## config.mk

```make
export PLATFORM = sky130hd
export DESIGN_NAME = ex_muldiv
export DESIGN_NICKNAME = d
export VERILOG_FILES = /design/src/rtl/pipeline_pkg.sv /design/src/rtl/ex_muldiv.sv
export SDC_FILE = /design/constraint.sdc
export NUM_CORES = 1
export LEC_CHECK = 0
export ABC_AREA = 1
export CORE_ASPECT_RATIO = 1.25
export CORE_UTILIZATION = 55
export CTS_BUF_LIST = sky130_fd_sc_hd__clkbuf_16
export CTS_CLUSTER_DIAMETER = 120
export CTS_CLUSTER_SIZE = 16
export DETAILED_ROUTE_END_ITERATION = 12
export PLACE_DENSITY = 0.75
export SLEW_MARGIN = 0
export SYNTH_ARGS = -nofsm -noshare
export SYNTH_HDL_FRONTEND = slang
export SYNTH_SLANG_ARGS = --single-unit
```

## constraint.sdc

```tcl
create_clock -name i_clk -period 2.65 [get_ports i_clk]
set_input_delay 0.53 -clock i_clk [delete_from_list [all_inputs] [get_ports i_clk]]
set_output_delay 0.53 -clock i_clk [all_outputs]
set_load 0.05 [all_outputs]
```

## src/rtl/pipeline_pkg.sv

```systemverilog
// Shared execute-stage definitions: M-extension funct3 encodings, the
// multiply/divide FSM states and datapath sizing constants.
package pipeline_pkg;

  localparam int XLEN        = 32;
  localparam int MULDIV_ITER = 32;

  typedef enum logic [2:0] {
    OP_MUL    = 3'b000,
    OP_MULH   = 3'b001,
    OP_MULHSU = 3'b010,
    OP_MULHU  = 3'b011,
    OP_DIV    = 3'b100,
    OP_DIVU   = 3'b101,
    OP_REM    = 3'b110,
    OP_REMU   = 3'b111
  } muldiv_op_e;

  typedef enum logic [1:0] {
    IDLE = 2'd0,
    CALC = 2'd1,
    DONE = 2'd2
  } muldiv_state_e;

endpackage

```

## src/rtl/ex_muldiv.sv

```systemverilog
// Iterative RV32M multiply/divide unit: radix-2 shift-add multiply and
// restoring divide sharing one 64-bit accumulator, one bit per cycle.
module ex_muldiv
  import pipeline_pkg::*;
#(
  parameter int XLEN = 32
) (
  input  logic            i_clk,
  input  logic            i_rst,
  input  logic            i_start,
  input  logic [2:0]      i_funct3,
  input  logic [XLEN-1:0] i_rs1_data,
  input  logic [XLEN-1:0] i_rs2_data,
  input  logic            i_flush,
  output logic            o_stall,
  output logic            o_busy,
  output logic            o_valid,
  output logic [XLEN-1:0] o_result
);

  localparam int W2 = 2 * XLEN;
  localparam logic [5:0] LAST_ITER = 6'(MULDIV_ITER - 1);

  muldiv_state_e   state, state_next;
  muldiv_op_e      op, op_in;
  logic [5:0]      cnt;
  logic [W2-1:0]   acc;
  logic [XLEN-1:0] operand_b;
  logic            neg_quot, neg_rem;
  logic [XLEN-1:0] held;

  logic            accept, in_is_div, a_signed, b_signed, a_neg, b_neg;
  logic            div_zero, div_ovf, op_is_div;
  logic [XLEN-1:0] a_mag, b_mag;
  logic [XLEN:0]   mul_sum, rem_sh, rem_diff;
  logic            rem_fits;
  logic [W2-1:0]   mul_next, div_next, prod;
  logic [XLEN-1:0] quot, rem, final_result;

  assign accept = (state == IDLE) && i_start && !i_flush;

  // Operand conditioning: magnitudes plus the sign of each signed operand.
  always_comb begin
    op_in     = muldiv_op_e'(i_funct3);
    in_is_div = i_funct3[2];
    a_signed  = (op_in == OP_MULH) || (op_in == OP_MULHSU) ||
                (op_in == OP_DIV)  || (op_in == OP_REM);
    b_signed  = (op_in == OP_MULH) || (op_in == OP_DIV) || (op_in == OP_REM);
    a_neg     = a_signed && i_rs1_data[XLEN-1];
    b_neg     = b_signed && i_rs2_data[XLEN-1];
    a_mag     = a_neg ? -i_rs1_data : i_rs1_data;
    b_mag     = b_neg ? -i_rs2_data : i_rs2_data;
    div_zero  = in_is_div && (i_rs2_data == '0);
    div_ovf   = in_is_div && b_signed &&
                (i_rs1_data == {1'b1, {(XLEN-1){1'b0}}}) && (i_rs2_data == '1);
  end

  // One iteration of each algorithm; the high half is product-high or remainder.
  always_comb begin
    mul_sum  = {1'b0, acc[W2-1:XLEN]} + (acc[0] ? {1'b0, operand_b} : '0);
    mul_next = {mul_sum, acc[XLEN-1:1]};
    rem_sh   = acc[W2-1:XLEN-1];
    rem_diff = rem_sh - {1'b0, operand_b};
    rem_fits = rem_sh >= {1'b0, operand_b};
    div_next = {(rem_fits ? rem_diff[XLEN-1:0] : rem_sh[XLEN-1:0]),
                acc[XLEN-2:0], rem_fits};
  end

  always_comb begin
    prod = neg_quot ? -acc : acc;
    quot = neg_quot ? -acc[XLEN-1:0] : acc[XLEN-1:0];
    rem  = neg_rem ? -acc[W2-1:XLEN] : acc[W2-1:XLEN];
    op_is_div    = 1'b0;
    final_result = rem;
    case (op)
      OP_MUL:                        final_result = prod[XLEN-1:0];
      OP_MULH, OP_MULHSU, OP_MULHU:  final_result = prod[W2-1:XLEN];
      OP_DIV, OP_DIVU: begin
        op_is_div    = 1'b1;
        final_result = quot;
      end
      default: begin
        op_is_div    = 1'b1;
        final_result = rem;
      end
    endcase
  end

  always_comb begin
    state_next = state;
    case (state)
      IDLE: if (accept) state_next = (div_zero || div_ovf) ? DONE : CALC;
      CALC: begin
        if (i_flush)                state_next = IDLE;
        else if (cnt == LAST_ITER)  state_next = DONE;
      end
      DONE:    state_next = IDLE;
      default: state_next = IDLE;
    endcase
  end

  // Special cases preload the accumulator so DONE's normal selection yields them.
  always_ff @(posedge i_clk) begin
    if (i_rst) begin
      state     <= IDLE;
      op        <= OP_MUL;
      cnt       <= '0;
      acc       <= '0;
      operand_b <= '0;
      neg_quot  <= 1'b0;
      neg_rem   <= 1'b0;
      held      <= '0;
    end else begin
      state <= state_next;
      case (state)
        IDLE: begin
          if (accept) begin
            op  <= op_in;
            cnt <= '0;
            if (div_zero) begin
              acc      <= {i_rs1_data, {XLEN{1'b1}}};
              neg_quot <= 1'b0;
              neg_rem  <= 1'b0;
            end else if (div_ovf) begin
              acc      <= {{XLEN{1'b0}}, 1'b1, {(XLEN-1){1'b0}}};
              neg_quot <= 1'b0;
              neg_rem  <= 1'b0;
            end else begin
              acc       <= {{XLEN{1'b0}}, a_mag};
              operand_b <= b_mag;
              neg_quot  <= a_neg ^ b_neg;
              neg_rem   <= a_neg;
            end
          end
        end
        CALC: begin
          if (i_flush) begin
            cnt <= '0;
          end else begin
            acc <= op_is_div ? div_next : mul_next;
            cnt <= (cnt == LAST_ITER) ? '0 : cnt + 6'd1;
          end
        end
        DONE: if (!i_flush) held <= final_result;
        default: ;
      endcase
    end
  end

  assign o_busy   = (state == CALC);
  assign o_stall  = accept || (state == CALC);
  assign o_valid  = (state == DONE) && !i_flush;
  assign o_result = o_valid ? final_result : held;

endmodule

```

==> results of run 1 <==
-- routing by layer --
| layer | overflow | track usage, % |
|---|---|---|
| met5 | 0 | 7.37 |
| met1 | 0 | 64.2 |
| met4 | 9 | 64.8 |
| met3 | 0 | 35.2 |
| met2 | 14 | 88.1 |
-- kinds of logic after synthesis --
family	after synthesis
xor gates and xnor gates	81
DFF	141
buffers and inverters	531
AOI/OAI and AO/OA	615
adders and majority gates	72
and+or+nand+nor	1679
-- per-stage QoR --
| stage | cell area, µm² | instances | setup WS (ns) |
|---|---|---|---|
| CTS | 23500 | 4008 | -0.294 |
| detailed placement | 21700 | 3944 | -0.280 |
| global placement | 21700 | 3944 | -0.284 |
| floorplan | 16900 | 3119 | 0.00892 |
-- timing repair --
action                     in CTS
pin swaps                      88
buffers inserted               33
gates resized for setup       329
gates cloned                    1
setup endpoints to repair      52
hold buffers                    0
==> reports/qor_table.md, run 1 <==
| Metric | Value |
|:---|:---|
| XOR/XNOR Fraction of Synth Area | 4.19% |
| Worst endpoint type | primary output |
| Root buffer cell | clkbuf_16 |
| First Error | [ERROR GRT-0232] Routing congestion too high. Check the congestion heatmap in the GUI. |
| Pin count of the biggest net entering global routing | 86 |
| Primary flip-flop cell chosen by synthesis mapping | dfxtp_1 |
| Share of synthesized area occupied by flip-flops and latches | 16.7% |
| Mapped Nets | 3262 |
| Most repeated cell in the gate-level netlist after synthesis | nand2_1 |
| Area fraction of the dominant cell type after synthesis | 20.8% |
| Total of buffers placed on input and output ports | 105 |
| Synthesized-area fraction occupied by adder cells | 5.41% |
| Simple-Gate Fraction of Synth Area | 42.4% |
| Number of enable-type register cells in the synthesized netlist | 0 |
| Gate count of the mapped netlist | 3119 |
| H-tree depth | 4 |
| Combinational family with the most area after synthesis | simple AND/OR/NAND/NOR gates |
| Horizontal die dimension | 159 µm |
| Gp weighted congestion | 1.20 |
| Vertical extent of the die | 198 µm |
| Count of state elements after synthesis | 141 |
| Overall overflow remaining after global route | 23 |
| Post-synthesis compound-gate area fraction | 18.9% |
| Gr usage total | 63.0% |
| Yosys top cell by area | nand2_1 |
| Asr flop ratio synth | 0% |
| Commonest cells in the netlist | nand2_1 (937), inv_1 (392), nor2_1 (301) |
| Mapped Avg Cell Area | 5.43 µm² |
| Clock net sink count | 141 |
| Multiplexer share of the synthesized area | 0% |
| Syn Std Cell Area | 16900 µm² |
| Yosys cell types | 56 |
| Initial core utilization | 56.1% |
| Top cells by area in the synthesized netlist | nand2_1 (21%), dfxtp_1 (17%), a21oi_1 (8.9%) |
| Number of top-level pins | 106 |
| GRT repair_timing worst endpoint | o_result[18] |
| Count of warnings emitted by yosys | 0 |
| Outcome | did not finish |
| Number of placement rows | 71 |
| Dpl hpwl | 63200 µm |
| Cts bufs inserted | 17 |
| Maximum root-to-sink buffer count | 2 |
| Failing step | global routing |
==> run 2: changes to the inputs <==
Settings changed: CORE_ASPECT_RATIO 1.25 to default, CORE_UTILIZATION 55 to 40, CTS_BUF_LIST sky130_fd_sc_hd__clkbuf_16 to default, CTS_CLUSTER_DIAMETER 120 to default, CTS_CLUSTER_SIZE 16 to default, PLACE_DENSITY 0.75 to default, PLACE_DENSITY_LB_ADDON from default to 0.15.
==> run 2 against run 1 <==
  * The flow now finishes, with violations (negative setup slack)
  * Area after synthesis is the same
  * Synthesized cell count is the same
==> reports/qor_table.md, run 2 <==
| Metric | Value |
|:---|:---|
| Worst slew pin tran | 1.01 ns |
| Violated checks | negative setup slack |
| Reported leakage power | 13.0 nW |
| Cell type of the slowest stage on the worst timing path | dfxtp_4 |
| Largest register by flop count | acc |
| Critical path peak fanout | 4 |
| TritonCTS clock tree | built |
| Mapped Nets | 3262 |
| Final-report setup violation count | 33 |
| Vertical extent of the die | 208 µm |
| Endpoint of the worst hold-timing path | held[27]$_SDFFE_PP0P_ |
| Number of enable-type register cells in the synthesized netlist | 0 |
| Kind of capture point of the worst setup path | primary output |
| Wire length per cell after detailed routing | 20.0 µm |
| Routing usage on met1 | 54.0% |
| Total of buffers placed on input and output ports | 105 |
| Worst-Skew Late Latency | 0.49 ns |
| Setup repair after global routing missed its margin | yes |
| Instance count on the critical path | 13 |
| Series of cell instances along the critical path | buf_12 > nor2_4 > nand2_2 > nor2_2 > buf_6 > clkinvlp_4 > o21ai_1 > o21ai_0 > a21oi_2 > nor2_1 > nand2_1 > nand2_2 > buf_12 |
| Clock net sink count | 141 |
| Horizontal die dimension | 208 µm |
| Cts bufs inserted | 17 |
| Regs by FF count | acc: 64 flops, held: 32 flops, operand_b: 32 flops |
| Number of top-level pins | 106 |
| Total DRC errors in the routed layout | 0 |
| Yosys top cell by area | nand2_1 |
| Mapped Avg Cell Area | 5.43 µm² |
| Clk slew on worst S/H paths | 0.06 ns |
| Area fraction of the dominant cell type after synthesis | 20.8% |
| Category of the worst setup path launch point | flip-flop |
| Power Dens Cells | 438 nW/µm² |
| Primary flip-flop cell chosen by synthesis mapping | dfxtp_1 |
| Cell depth of the worst min-delay path | 2 |
| Avg Vias per Cell | 5.56 |
| H-tree depth | 4 |
| Count of warnings emitted by yosys | 0 |
| Met2 Resource Use GR | 57.2% |
| Root buffer cell | clkbuf_16 |
| Type of the worst setup path | reg -> out |
| Endpoint required time on the critical path | 2.12 ns |
| Detailed-route via count | 23900 |
| GR Util met3 | 9.05% |
| Asr flop ratio synth | 0% |
| Peak VDD IR | 0.562 mV |
| Total design power | 11.7 mW |
| Vias in the first global route | 21900 |
| Most common cell after layout, fill and taps aside | nand2_1 |
| Number of fill cells | 4038 |
| Final net count | 3883 |
| Number of buffers and inverters on the critical path | 4 |
| Top cells by area in the synthesized netlist | nand2_1 (21%), dfxtp_1 (17%), a21oi_1 (8.9%) |
| Maximum root-to-sink buffer count | 2 |
| Share of synthesized area occupied by flip-flops and latches | 16.7% |
| Max Cap Violations | 0 |
| Commonest cells in the netlist | nand2_1 (937), inv_1 (392), nor2_1 (301) |
| Growth of design area from synthesis to finish | 58.2% |
| Crit path setup slack, layout | -0.499 ns |
| Number of placement rows | 75 |
| Number of antenna-violating nets in the routed design | 0 |
| Syn Std Cell Area | 16900 µm² |
| Final cell count without fillers | 4291 |
| Most repeated cell in the gate-level netlist after synthesis | nand2_1 |
| Fin crit share | 119% |
| Area used by multi-input combinational logic | 14400 µm² |
| Gp weighted congestion | 1.08 |
| Gate count of the mapped netlist | 3119 |
| Worst hold margin | 0.499 ns |
| Gr usage total | 38.6% |
| Hold crit path type | reg -> reg |
| Worst Path Arrival | 2.62 ns |
| Iteration count of the initial detailed-routing pass | 6 |
| Worst setup startpoint | acc[34]$_SDFFE_PP0P_ |
| Reg-to-Reg End | held[14]$_SDFFE_PP0P_ |
| Number of antenna cells inserted | 0 |
| Leading cell types in the layout, fill and taps excluded | nand2_1 (795), buf_4 (536), inv_1 (356) |
| Maximum clock frequency | 0.318 GHz |
| Overall overflow remaining after global route | 0 |
| Count of placed standard cells including taps | 4155 |
| Die Footprint | 43200 µm² |
| Ratio of cells with drive above 1 in the final layout | 34.0% |
| Final min period | 3.15 ns |
| Register-to-register setup slack | -0.03 ns |
| Hold Path Origin | held[27]$_SDFFE_PP0P_ |
| Layer with the highest usage | met2 |
| Yosys cell types | 56 |
| Sequential cell area | 2950 µm² |
| Detailed router's first-iteration violation count | 2378 |
| Routed wire length | 85800 µm |
| Largest clock skew in the final design | 0.0124 ns |
| Startpoint of the worst register-to-register path | acc[34]$_SDFFE_PP0P_ |
| Final-report max-slew violation count | 0 |
| Pin count of the biggest net entering global routing | 97 |
| Setup slack at placement | -0.336 ns |
| Largest stage delay on the critical path | 0.36 ns |
| Count of state elements after synthesis | 141 |
| Dpl hpwl | 67200 µm |
| Core Area | 41900 µm² |
| Total of hold buffers inserted after clock tree synthesis | 0 |
| Wire length of the first global-routing pass | 127000 µm |
| Endpoints failing hold | 0 |
| Initial antenna violation count | 1 |
| Worst slew margin relative to its limit | 32.9% |
| Flip-flop count of the largest register, all copies and words added | 64 |
| Outcome | finished with violations |
| Worst-case reg-to-reg path depth | 19 |
| Kind of cell adding the most delay to the critical path | compound AO/OA/AOI/OAI gates |
| Initial core utilization | 40.5% |
[run 2: layer usage]
metal	share of wire, %	vias to the layer above
li1	-	11400
met1	44	11100
met2	42	1223
met3	11	171
met4	3.7	2
met5	0.014	-
[run 2: timing repair]
action,in CTS,in global routing
setup endpoints to repair,60,67
resized for setup,391,408
pin swaps,114,175
buffers inserted,72,50
cloned,3,1
[run 2: cell families (layout without fill, tap and decap cells)]
kind of cell	count (synthesis)	in the layout	synth area share (%)
flip-flops	141	141	16.7
AO/OA/AOI/OAI	615	615	18.9
adder cells (fa/ha/maj)	72	72	5.41
XOR/XNOR	81	81	4.19
buffers and inverters	531	1161	12.4
AND/OR/NAND/NOR	1679	1682	42.4
[run 2: layout make-up]
class	count	area share, %
well taps	539	2.52
repair buffers	720	24.4
flip-flops and latches	141	11.0
clock buffers	18	1.64
multi-input cells	2450	53.9
clock inverters	13	0.673
inverters	410	5.84
[run 2: through the flow]
| stage | util, % | cell area (µm²) | setup TNS (ns) |
|---|---|---|---|
| 2_1_floorplan | - | 16900 | 0 |
| 3_3_place_gp | 53.8 | 22500 | -15.54 |
| 3_5_place_dp | 53.8 | 22500 | -20.20 |
| 4_1_cts | 59.7 | 25000 | -11.21 |
| 5_1_grt | 64.0 | 26800 | -15.70 |
| 6_report | 64.0 | 26800 | -11.88 |
[run 2: worst max path at each step]
stage / end / slack (ns)
2_1_floorplan: o_result[18] / 0.009
3_3_place_gp: o_result[23] / -0.28
3_5_place_dp: o_result[26] / -0.34
4_1_cts: o_result[13] / -0.44
5_1_grt: o_result[13] / -0.60
6_report: o_result[13] / -0.50
[run 2: worst register-to-register path, cell delays in order, from the launching register on]
cell and delay, ns:
dfxtp_4 0.36, buf_12 0.13, nor2_4 0.15, nand2_4 0.09, nor2_4 0.17, nand3_2 0.14
o21ai_4 0.23, buf_6 0.13, a21oi_2 0.05, nor2_1 0.12, nand2_2 0.09, buf_6 0.12
buf_6 0.10, buf_6 0.10, buf_6 0.10, buf_6 0.11, buf_6 0.10, buf_6 0.10
buf_4 0.12, a21oi_2 0.12
[run 2: power by group]
group / internal, mW / switching, mW
Clock: 1.52 / 1.13
Sequential: 2.26 / 0.206
Combinational: 2.74 / 3.87
Total: 6.52 / 5.21
Note: power is estimated with default switching activity, not from simulation.
